$ cat src/rtl/imem_loader_if.sv
// imem_loader_if: byte-stream valid/ready channel into the instruction memory loader.
// master = host byte source (drives in_valid/in_data), slave = loader (drives in_ready).
interface imem_loader_if;
   logic       in_valid;
   logic [7:0] in_data;
   logic       in_ready;

   modport master (
      output in_valid,
      output in_data,
      input  in_ready
   );

   modport slave (
      input  in_valid,
      input  in_data,
      output in_ready
   );
endinterface

$ cat src/rtl/imem_loader.sv
// imem_loader: assembles a big-endian byte stream into instruction words and writes them
// to consecutive instruction memory addresses, then checks a trailing XOR checksum.
// Ports: clk, reset_n (async, active-low); start/start_addr/word_count load request;
// bus (slave) byte stream; mem_we/mem_addr/mem_wdata write port; busy, done, err status.
module imem_loader #(
   parameter int ADDR_BIT_WIDTH = 11,
   parameter int DATA_BIT_WIDTH = 32
) (
   input  logic                      clk,
   input  logic                      reset_n,
   input  logic                      start,
   input  logic [ADDR_BIT_WIDTH-1:0] start_addr,
   input  logic [ADDR_BIT_WIDTH:0]   word_count,
   imem_loader_if.slave              bus,
   output logic                      mem_we,
   output logic [ADDR_BIT_WIDTH-1:0] mem_addr,
   output logic [DATA_BIT_WIDTH-1:0] mem_wdata,
   output logic                      busy,
   output logic                      done,
   output logic                      err
);
   localparam int AW    = ADDR_BIT_WIDTH;
   localparam int DW    = DATA_BIT_WIDTH;
   localparam int BYTES = DW / 8;
   localparam int BW    = (BYTES > 1) ? $clog2(BYTES) : 1;
   localparam logic [BW-1:0] LAST = BW'(BYTES - 1);
   localparam logic [AW:0]   ONE  = (AW+1)'(1);

   typedef enum logic [2:0] {
      IDLE, DATA, WRITE, CSUM, DONE
   } state_t;

   state_t          state;
   state_t          state_nx;
   logic [AW-1:0]   addr_q;
   logic [AW:0]     rem_q;
   logic [DW-1:0]   word_q;
   logic [DW-1:0]   csum_q;
   logic [BW-1:0]   bcnt_q;
   logic            err_q;
   logic [DW-1:0]   word_sh;
   logic            rx;
   logic            take;
   logic            last;

   // in_ready comes from state alone, so take never loops back through in_ready
   assign rx      = (state == DATA) || (state == CSUM);
   assign take    = bus.in_valid & rx;
   assign last    = take & (bcnt_q == LAST);
   assign word_sh = (word_q << 8) | DW'(bus.in_data);

   assign bus.in_ready = rx;
   assign busy         = (state != IDLE);
   assign done         = (state == DONE);
   assign err          = err_q;
   assign mem_addr     = addr_q;
   assign mem_wdata    = word_q;

   always_ff @(posedge clk or negedge reset_n) begin
      if (!reset_n) state <= IDLE;
      else          state <= state_nx;
   end

   always_comb begin
      state_nx = state;
      mem_we   = 1'b0;
      unique case (state)
         IDLE: begin
            if (start)
               state_nx = (word_count != '0) ? DATA : CSUM;
         end
         DATA: begin
            if (last) state_nx = WRITE;
         end
         WRITE: begin
            mem_we   = 1'b1;
            state_nx = (rem_q == ONE) ? CSUM : DATA;
         end
         CSUM: begin
            if (last) state_nx = DONE;
         end
         DONE: begin
            state_nx = IDLE;
         end
         default: state_nx = IDLE;
      endcase
   end

   always_ff @(posedge clk or negedge reset_n) begin
      if (!reset_n) begin
         addr_q <= '0;
         rem_q  <= '0;
         word_q <= '0;
         csum_q <= '0;
         bcnt_q <= '0;
         err_q  <= 1'b0;
      end else begin
         unique case (state)
            IDLE: begin
               if (start) begin
                  addr_q <= start_addr;
                  rem_q  <= word_count;
                  csum_q <= '0;
                  bcnt_q <= '0;
                  err_q  <= 1'b0;
               end
            end
            DATA: begin
               if (take) begin
                  word_q <= word_sh;
                  bcnt_q <= last ? '0 : bcnt_q + 1'b1;
               end
            end
            WRITE: begin
               csum_q <= csum_q ^ word_q;
               addr_q <= addr_q + 1'b1;
               rem_q  <= rem_q - ONE;
            end
            CSUM: begin
               if (take) begin
                  word_q <= word_sh;
                  bcnt_q <= last ? '0 : bcnt_q + 1'b1;
                  if (last) err_q <= (word_sh != csum_q);
               end
            end
            default: ;
         endcase
      end
   end
endmodule

$ cat src/flat_wrapper.sv
// flat-port wrapper written by rule: the top's interface ports become plain ports
module imem_loader_flat 
#(
   parameter int ADDR_BIT_WIDTH = 11,
   parameter int DATA_BIT_WIDTH = 32
)
  (clk, reset_n, start, start_addr, word_count, mem_we, mem_addr, mem_wdata, busy, done, err, bus_in_valid, bus_in_data, bus_in_ready);
  imem_loader_if bus_i ();
  input  logic clk;
  input  logic reset_n;
  input  logic start;
  input  logic [ADDR_BIT_WIDTH-1:0] start_addr;
  input  logic [ADDR_BIT_WIDTH:0] word_count;
  output logic mem_we;
  output logic [ADDR_BIT_WIDTH-1:0] mem_addr;
  output logic [DATA_BIT_WIDTH-1:0] mem_wdata;
  output logic busy;
  output logic done;
  output logic err;
  input wire logic [$bits(bus_i.in_valid)-1:0] bus_in_valid;
  input wire logic [$bits(bus_i.in_data)-1:0] bus_in_data;
  output wire logic [$bits(bus_i.in_ready)-1:0] bus_in_ready;
  assign bus_i.in_valid = bus_in_valid;
  assign bus_i.in_data = bus_in_data;
  assign bus_in_ready = bus_i.in_ready;
  imem_loader #(.ADDR_BIT_WIDTH(ADDR_BIT_WIDTH), .DATA_BIT_WIDTH(DATA_BIT_WIDTH)) u_core (.clk(clk), .reset_n(reset_n), .start(start), .start_addr(start_addr), .word_count(word_count), .bus(bus_i), .mem_we(mem_we), .mem_addr(mem_addr), .mem_wdata(mem_wdata), .busy(busy), .done(done), .err(err));
endmodule
$ cat config.mk
export PLATFORM = sky130hd
export DESIGN_NAME = imem_loader_flat
export DESIGN_NICKNAME = d
export VERILOG_FILES = /design/src/rtl/imem_loader_if.sv /design/src/rtl/imem_loader.sv /design/src/flat_wrapper.sv
export SDC_FILE = /design/constraint.sdc
export NUM_CORES = 1
export LEC_CHECK = 0
export CAP_MARGIN = 0
export CORE_MARGIN = 5
export CORE_UTILIZATION = 49
export CTS_BUF_LIST = sky130_fd_sc_hd__clkbuf_4 sky130_fd_sc_hd__clkbuf_8
export DETAILED_ROUTE_END_ITERATION = 10
export PLACE_DENSITY_LB_ADDON = 0.3
export REMOVE_ABC_BUFFERS = 1
export SYNTH_ARGS = -nofsm -noshare
export SYNTH_HDL_FRONTEND = slang
export SYNTH_SLANG_ARGS = --single-unit
$ cat constraint.sdc
create_clock -name clk -period 1.4 [get_ports clk]
set_input_delay 0.28 -clock clk [delete_from_list [all_inputs] [get_ports clk]]
set_output_delay 0.28 -clock clk [all_outputs]
set_load 0.005 [all_outputs]
== Yosys cells after proc, flatten, opt, wreduce, memory -nomap -nowiden ==
Cells that the tools add are included.

* Bitwise operators: 4
* Equal/unequal tests: 12
* Add/subtract/negate cells: 3
* Reduce and logical (&&, ||, !) cells: 13
* Muxes and demuxes: 21

{| class="wikitable"
|+ Operators by type and width
! cell !! number
|-
| one-hot mux 32 bit (2 select lines) || 1
|-
| 2-to-1 mux 32 bit || 1
|-
| inequality test 32 bit || 1
|-
| OR 32 x 8 -> 32 bit || 1
|-
| XOR 32 bit || 1
|-
| one-hot mux 12 bit (2 select lines) || 1
|-
| one-hot mux 11 bit (2 select lines) || 1
|-
| equality test 12 x 1 -> 1 bit, second input constant || 1
|-
| 2-to-1 mux 12 bit || 1
|-
| one-hot mux 3 bit (4 select lines) || 1
|-
| nonzero test 12 bit || 1
|-
| subtractor 12 x 1 -> 12 bit, second input constant || 1
|-
| adder 11 x 1 -> 11 bit, second input constant || 1
|-
| 2-to-1 mux 11 bit || 1
|-
| 2-to-1 mux 2 bit || 5
|-
| 2-to-1 mux 3 bit || 3
|-
| inequality test 2 x 1 -> 1 bit, second input constant || 4
|-
| equality test 3 x 2 -> 1 bit, second input constant || 2
|-
| AND reduction 3 bit || 2
|-
| nonzero test 2 bit || 3
|-
| 2-to-1 mux 1 bit || 4
|-
| one-hot mux 2 bit (2 select lines) || 1
|-
| AND reduction 2 bit || 2
|-
| AND reduction 4 bit || 1
|-
| other kinds (11) || 12
|}

* Output and inout port bits: 48
* Register bits: 93
* Input port bits: 35

== Logic depth before layout (Yosys ltp) ==
* Word-level depth: 7
* Depth in mapped cells: 8
* Depth with buffers taken out: 7

== Worst setup path after synthesis ==
No wires, ideal clock.

* Path kind: register to register
* Start: register u_core.state[0]
* End: register u_core.word_q[10], in the netlist u_core.mem_wdata[10]
* Data required time: 1,275 ps
* Cell stages (with the launch flop): 6
* Arrival: 1,419 ps
* Setup time: 125 ps
* Path buffers: 2
* Path slack: -144 ps
* Cell sequence: dfrtp_1 > buf_2 > and2b_1 > nand2_2 > buf_2 > mux2_2

* Word-level cells in the longest chain between the ends: 4
* Elaborated cells between the ends (all ways): 6
* Those cells by class: eq/ne (2); bitwise (1); reduce/logical (3)

{| class="wikitable"
|+ RTL lines
! element !! RTL line !! text
|-
| from (decl) || imem_loader.sv:33 || <nowiki>state_t state;</nowiki>
|-
| from (signal assigned) || imem_loader.sv:61 || <nowiki>else state <= state_nx;</nowiki>
|-
| equality test 3 x 1 -> 1 bit / equality test 3 x 2 -> 1 bit (equally long branches) || imem_loader.sv:47 || <nowiki>assign rx = (state == DATA) || (state == CSUM);</nowiki>
|-
| logical OR 1 bit * || imem_loader.sv:47 ||
|-
| net bus_in_ready || flat_wrapper.sv:22 || <nowiki>output wire logic [$bits(bus_i.in_ready)-1:0] bus_in_ready;</nowiki>
|-
| bitwise AND 1 bit * || imem_loader.sv:48 || <nowiki>assign take = bus.in_valid & rx;</nowiki>
|-
| AND reduction 2 bit (no line) * || n/a ||
|-
| to (signal assigned) || imem_loader.sv:110 || <nowiki>word_q <= word_sh;</nowiki>
|-
| to (signal assigned) || imem_loader.sv:121 || <nowiki>word_q <= word_sh;</nowiki>
|-
| to (decl) || imem_loader.sv:37 || <nowiki>logic [DW-1:0] word_q;</nowiki>
|}

The timed path passes the listed nets; every way through them passes the cells marked *.
A chain may end at the register's enable or synchronous reset.

== Worst setup path after layout ==
* Start: register u_core.state[0]
* End: register u_core.rem_q[7]

* Word-level cells in the longest chain between the ends: 3
* Elaborated cells between the ends (all ways): 6
* Those cells by class: eq/ne (2); mux (1); reduce/logical (3)

{| class="wikitable"
|+ RTL lines
! element !! RTL line !! text
|-
| equality test 3 x 2 -> 1 bit / logical NOT 3 bit (equally long branches) || imem_loader.sv:98 || <nowiki>unique case (state)</nowiki>
|-
| nonzero test 2 bit (no line) / inequality test 2 bit (equally long branches) || n/a ||
|-
| AND reduction 2 bit (no line) || n/a ||
|-
| to (signal assigned) || imem_loader.sv:102 || <nowiki>rem_q <= word_count;</nowiki>
|-
| to (signal assigned) || imem_loader.sv:117 || <nowiki>rem_q <= rem_q - ONE;</nowiki>
|-
| to (decl) || imem_loader.sv:36 || <nowiki>logic [AW:0] rem_q;</nowiki>
|}

Parallel ways exist; a longest one is shown, timed or not.

==> results.sh <==
export IMPL_status="finished with violations"
export IMPL_violations="negative setup slack"
export IMPL_clock_power_share=0.096
export IMPL_clockBufferDepth=2
export IMPL_drt_total_wl_um=22100
export IMPL_first_pass_iters=5
export IMPL_power_static_leakage_uw=0.00387
export IMPL_layout_cells_most_common_list="buf_4, dfrtp_1, nand2_1"
export IMPL_p_int_uw=10700
export IMPL_synth_area_leader_cell="dfrtp_1"
export IMPL_ys_async_sr_fraction=1.00
export IMPL_path_class="flop to flop"
export IMPL_yosys_top_cells_area="dfrtp_1, mux2_2, o21ai_0, xor2_1, nand2_1"
export IMPL_crit_arrival_ns=2.03
export IMPL_die_area_um2=11700
export IMPL_rsz0062_at_grt="true"
export IMPL_grt_pass1_vias=5741
export IMPL_io_pins=83
export IMPL_crit_path_end_kind="flop"
export IMPL_clock_latency_ns=0.37
export IMPL_avgSynthCellArea_um2=9.81
export IMPL_path_max_fanout=6
export IMPL_power_density_nw_per_um2=2220
export IMPL_drv_slew=0
export IMPL_crit_required_ns=1.65
export IMPL_clkTransAtPathRegs_ns=0.10
export IMPL_yosys_warnings=0
export IMPL_synth_ff_type="dfrtp_1"
export IMPL_io_buffers=82
export IMPL_ir_drop_v=0.00137
export IMPL_start_util=0.507
export IMPL_synth_edf_count=0
export IMPL_layout_commonest_cell="buf_4"
export IMPL_track_usage=0.335
export IMPL_num_rows=35
export IMPL_final_antenna_net_count=0
export IMPL_final_cells=865
export IMPL_drc=0
export IMPL_globalplace_congestion=0.893
export IMPL_worst_setup_path_start_kind="flop"
export IMPL_hpwl_um=8760
export IMPL_p_seq_frac=0.280
export IMPL_numCtsBuffers=9
export IMPL_nNetsFinal=771
export IMPL_die_w_um=108
export IMPL_first_iter_violations=530
export IMPL_syn_inst=480
export IMPL_die_h_um=108
export IMPL_clock_sinks=93
export IMPL_drt_wirelength_per_cell_um=25.6
export IMPL_p_switching_uw=7860
export IMPL_setup_ws_ns=-0.375
export IMPL_grt_pass1_wl_um=30000
export IMPL_cts_tree="yes"
export IMPL_drive_gt1_frac=0.514
export IMPL_power_uw=18500
export IMPL_vias=5559
export IMPL_core_area_um2=9280
export IMPL_cts_max_level=3
export IMPL_antenna_found_initial=0
export IMPL_holdCritPathClass="input port to asynchronous set/reset pin"
export IMPL_power_share_switching=0.425
export IMPL_combPwrFrac=0.624
export IMPL_setup_viol=95
export IMPL_layout_min_cycle_time_ns=1.78
export IMPL_relSlewSlack=0.636
export IMPL_synthDistinctLibCells=49
export IMPL_syn_area_um2=4710
export IMPL_grt_max_degree=94
export IMPL_antenna_cells=0
export IMPL_tightest_slew_ns=0.546
export IMPL_avgViaCountPerCell=6.43
export IMPL_syn2layout_area_growth_pct=76.8
export IMPL_dpl_worst_slack_ns=-0.432
export IMPL_max_cap_viol_count=0
export IMPL_fin_util=0.897
export IMPL_ys_seq_elements=93
export IMPL_cts_root_buffer="clkbuf_8"
export IMPL_fin_crit_sh=1.27
export IMPL_netlist_area_leader_share=0.494
export IMPL_overflow=0
export IMPL_ys_seq_area_frac=0.494
export IMPL_hold_viol=0
export IMPL_fin_skew_ns=0.0107
export IMPL_dp_cells=753
export IMPL_fmax_mhz=563
-- power groups by stage --
stage / combinational (µW) / clock [µW] / sequential (µW)
after floorplan: 2660 / 0 / 5300
after global placement: 6280 / 0 / 5090
after detailed placement: 6510 / 0 / 5190
after CTS: 9560 / 1680 / 4910
after global routing: 12000 / 1910 / 5270
final: 11600 / 1770 / 5190
-- cells in the mapped netlist (3+ instances only) --
master	count
dfrtp_1	93
nand2_1	67
o21ai_0	60
nor2_1	34
xor2_1	33
mux2_2	32
a21oi_1	27
a21o_1	16
buf_2	13
nor4_1	13
o22ai_1	9
clkbuf_1	8
nand3_1	8
inv_1	7
nand4_1	5
nor3_1	5
ha_1	4
a211oi_1	3
a22oi_1	3
o32ai_1	3
-- kinds of logic after synthesis --
logic type | share of synthesized area
adders and majority gates | 0.0106
xor gates and xnor gates | 0.0651
and+or+nand+nor | 0.146
muxes | 0.0787
DFF | 0.494
AOI/OAI and AO/OA | 0.173
buffers and inverters | 0.0324
-- timing repair --
action,CTS,global route
pin swaps,46,30
gates resized for setup,288,113
hold buffers,1,0
endpoints found under the setup margin,139,113
buffers inserted,75,18
endpoints found under the hold margin,48,0
gates cloned,11,1
-- routing by layer --
layer / global-route usage / up-vias / wire length (µm)
met3: 0.0842 / 173 / 1860
met4: 0.211 / 0 / 1700
met2: 0.583 / 451 / 10800
li1: - / 2219 / -
met5: 0 / - / 0
met1: 0.363 / 2716 / 7760
-- registers in the layout (all words and copies together) (netlist names) --
| name | cells |
|---|---|
| u_core.bcnt_q | 2 |
| u_core.mem_wdata | 32 |
| u_core.rem_q | 12 |
| u_core.state | 3 |
| u_core.csum_q | 32 |
| u_core.err | 1 |
| u_core.mem_addr | 11 |
-- worst max-delay path, stage by stage, from the launching register on --
cell and delay, ns:
dfrtp_2 0.47, buf_6 0.13, buf_6 0.11, nor3_4 0.22, buf_12 0.17, buf_12 0.14, buf_16 0.15, nand3_2 0.07
o21ai_1 0.10, a21oi_1 0.08
-- path summary, 6_finish.rpt --
check | from | end | slack (ns) | depth (start not counted)
max in group asynchronous | reset_n | u_core.mem_wdata[6] | 0.45 | 3
worst min-delay path | reset_n | u_core.mem_addr[5] | 0.46 | 3
worst min register to register | u_core.csum_q[23] | u_core.csum_q[23] | 0.51 | 1
min in group clk | u_core.csum_q[23] | u_core.csum_q[23] | 0.51 | 1
worst max register to register | u_core.state[0] | u_core.rem_q[7] | -0.38 | 9
worst max-delay path | u_core.state[0] | u_core.rem_q[7] | -0.38 | 9
-- final cells by class --
class / count / area, µm²
clock inverters: 5 / 36.3
inverters: 8 / 37.5
fillers: 369 / 958
repair buffers: 265 / 2640
multi-input cells: 355 / 2980
clock buffers: 10 / 138
well taps: 129 / 161
flip-flops and latches: 93 / 2340
-- metrics by stage --
| step | setup TNS (ns) | hold WS (ns) | cell area (µm²) |
|---|---|---|---|
| 2_1_floorplan | -87.92 | -0.0156 | 4590 |
| 3_3_place_gp | -19.30 | 0.370 | 6270 |
| 3_5_place_dp | -22.45 | 0.372 | 6270 |
| 4_1_cts | -12.82 | 0.495 | 7890 |
| 5_1_grt | -25.50 | 0.516 | 8330 |
| 6_report | -23.66 | 0.457 | 8330 |
No activity file was read; power rests on OpenSTA's default activity.
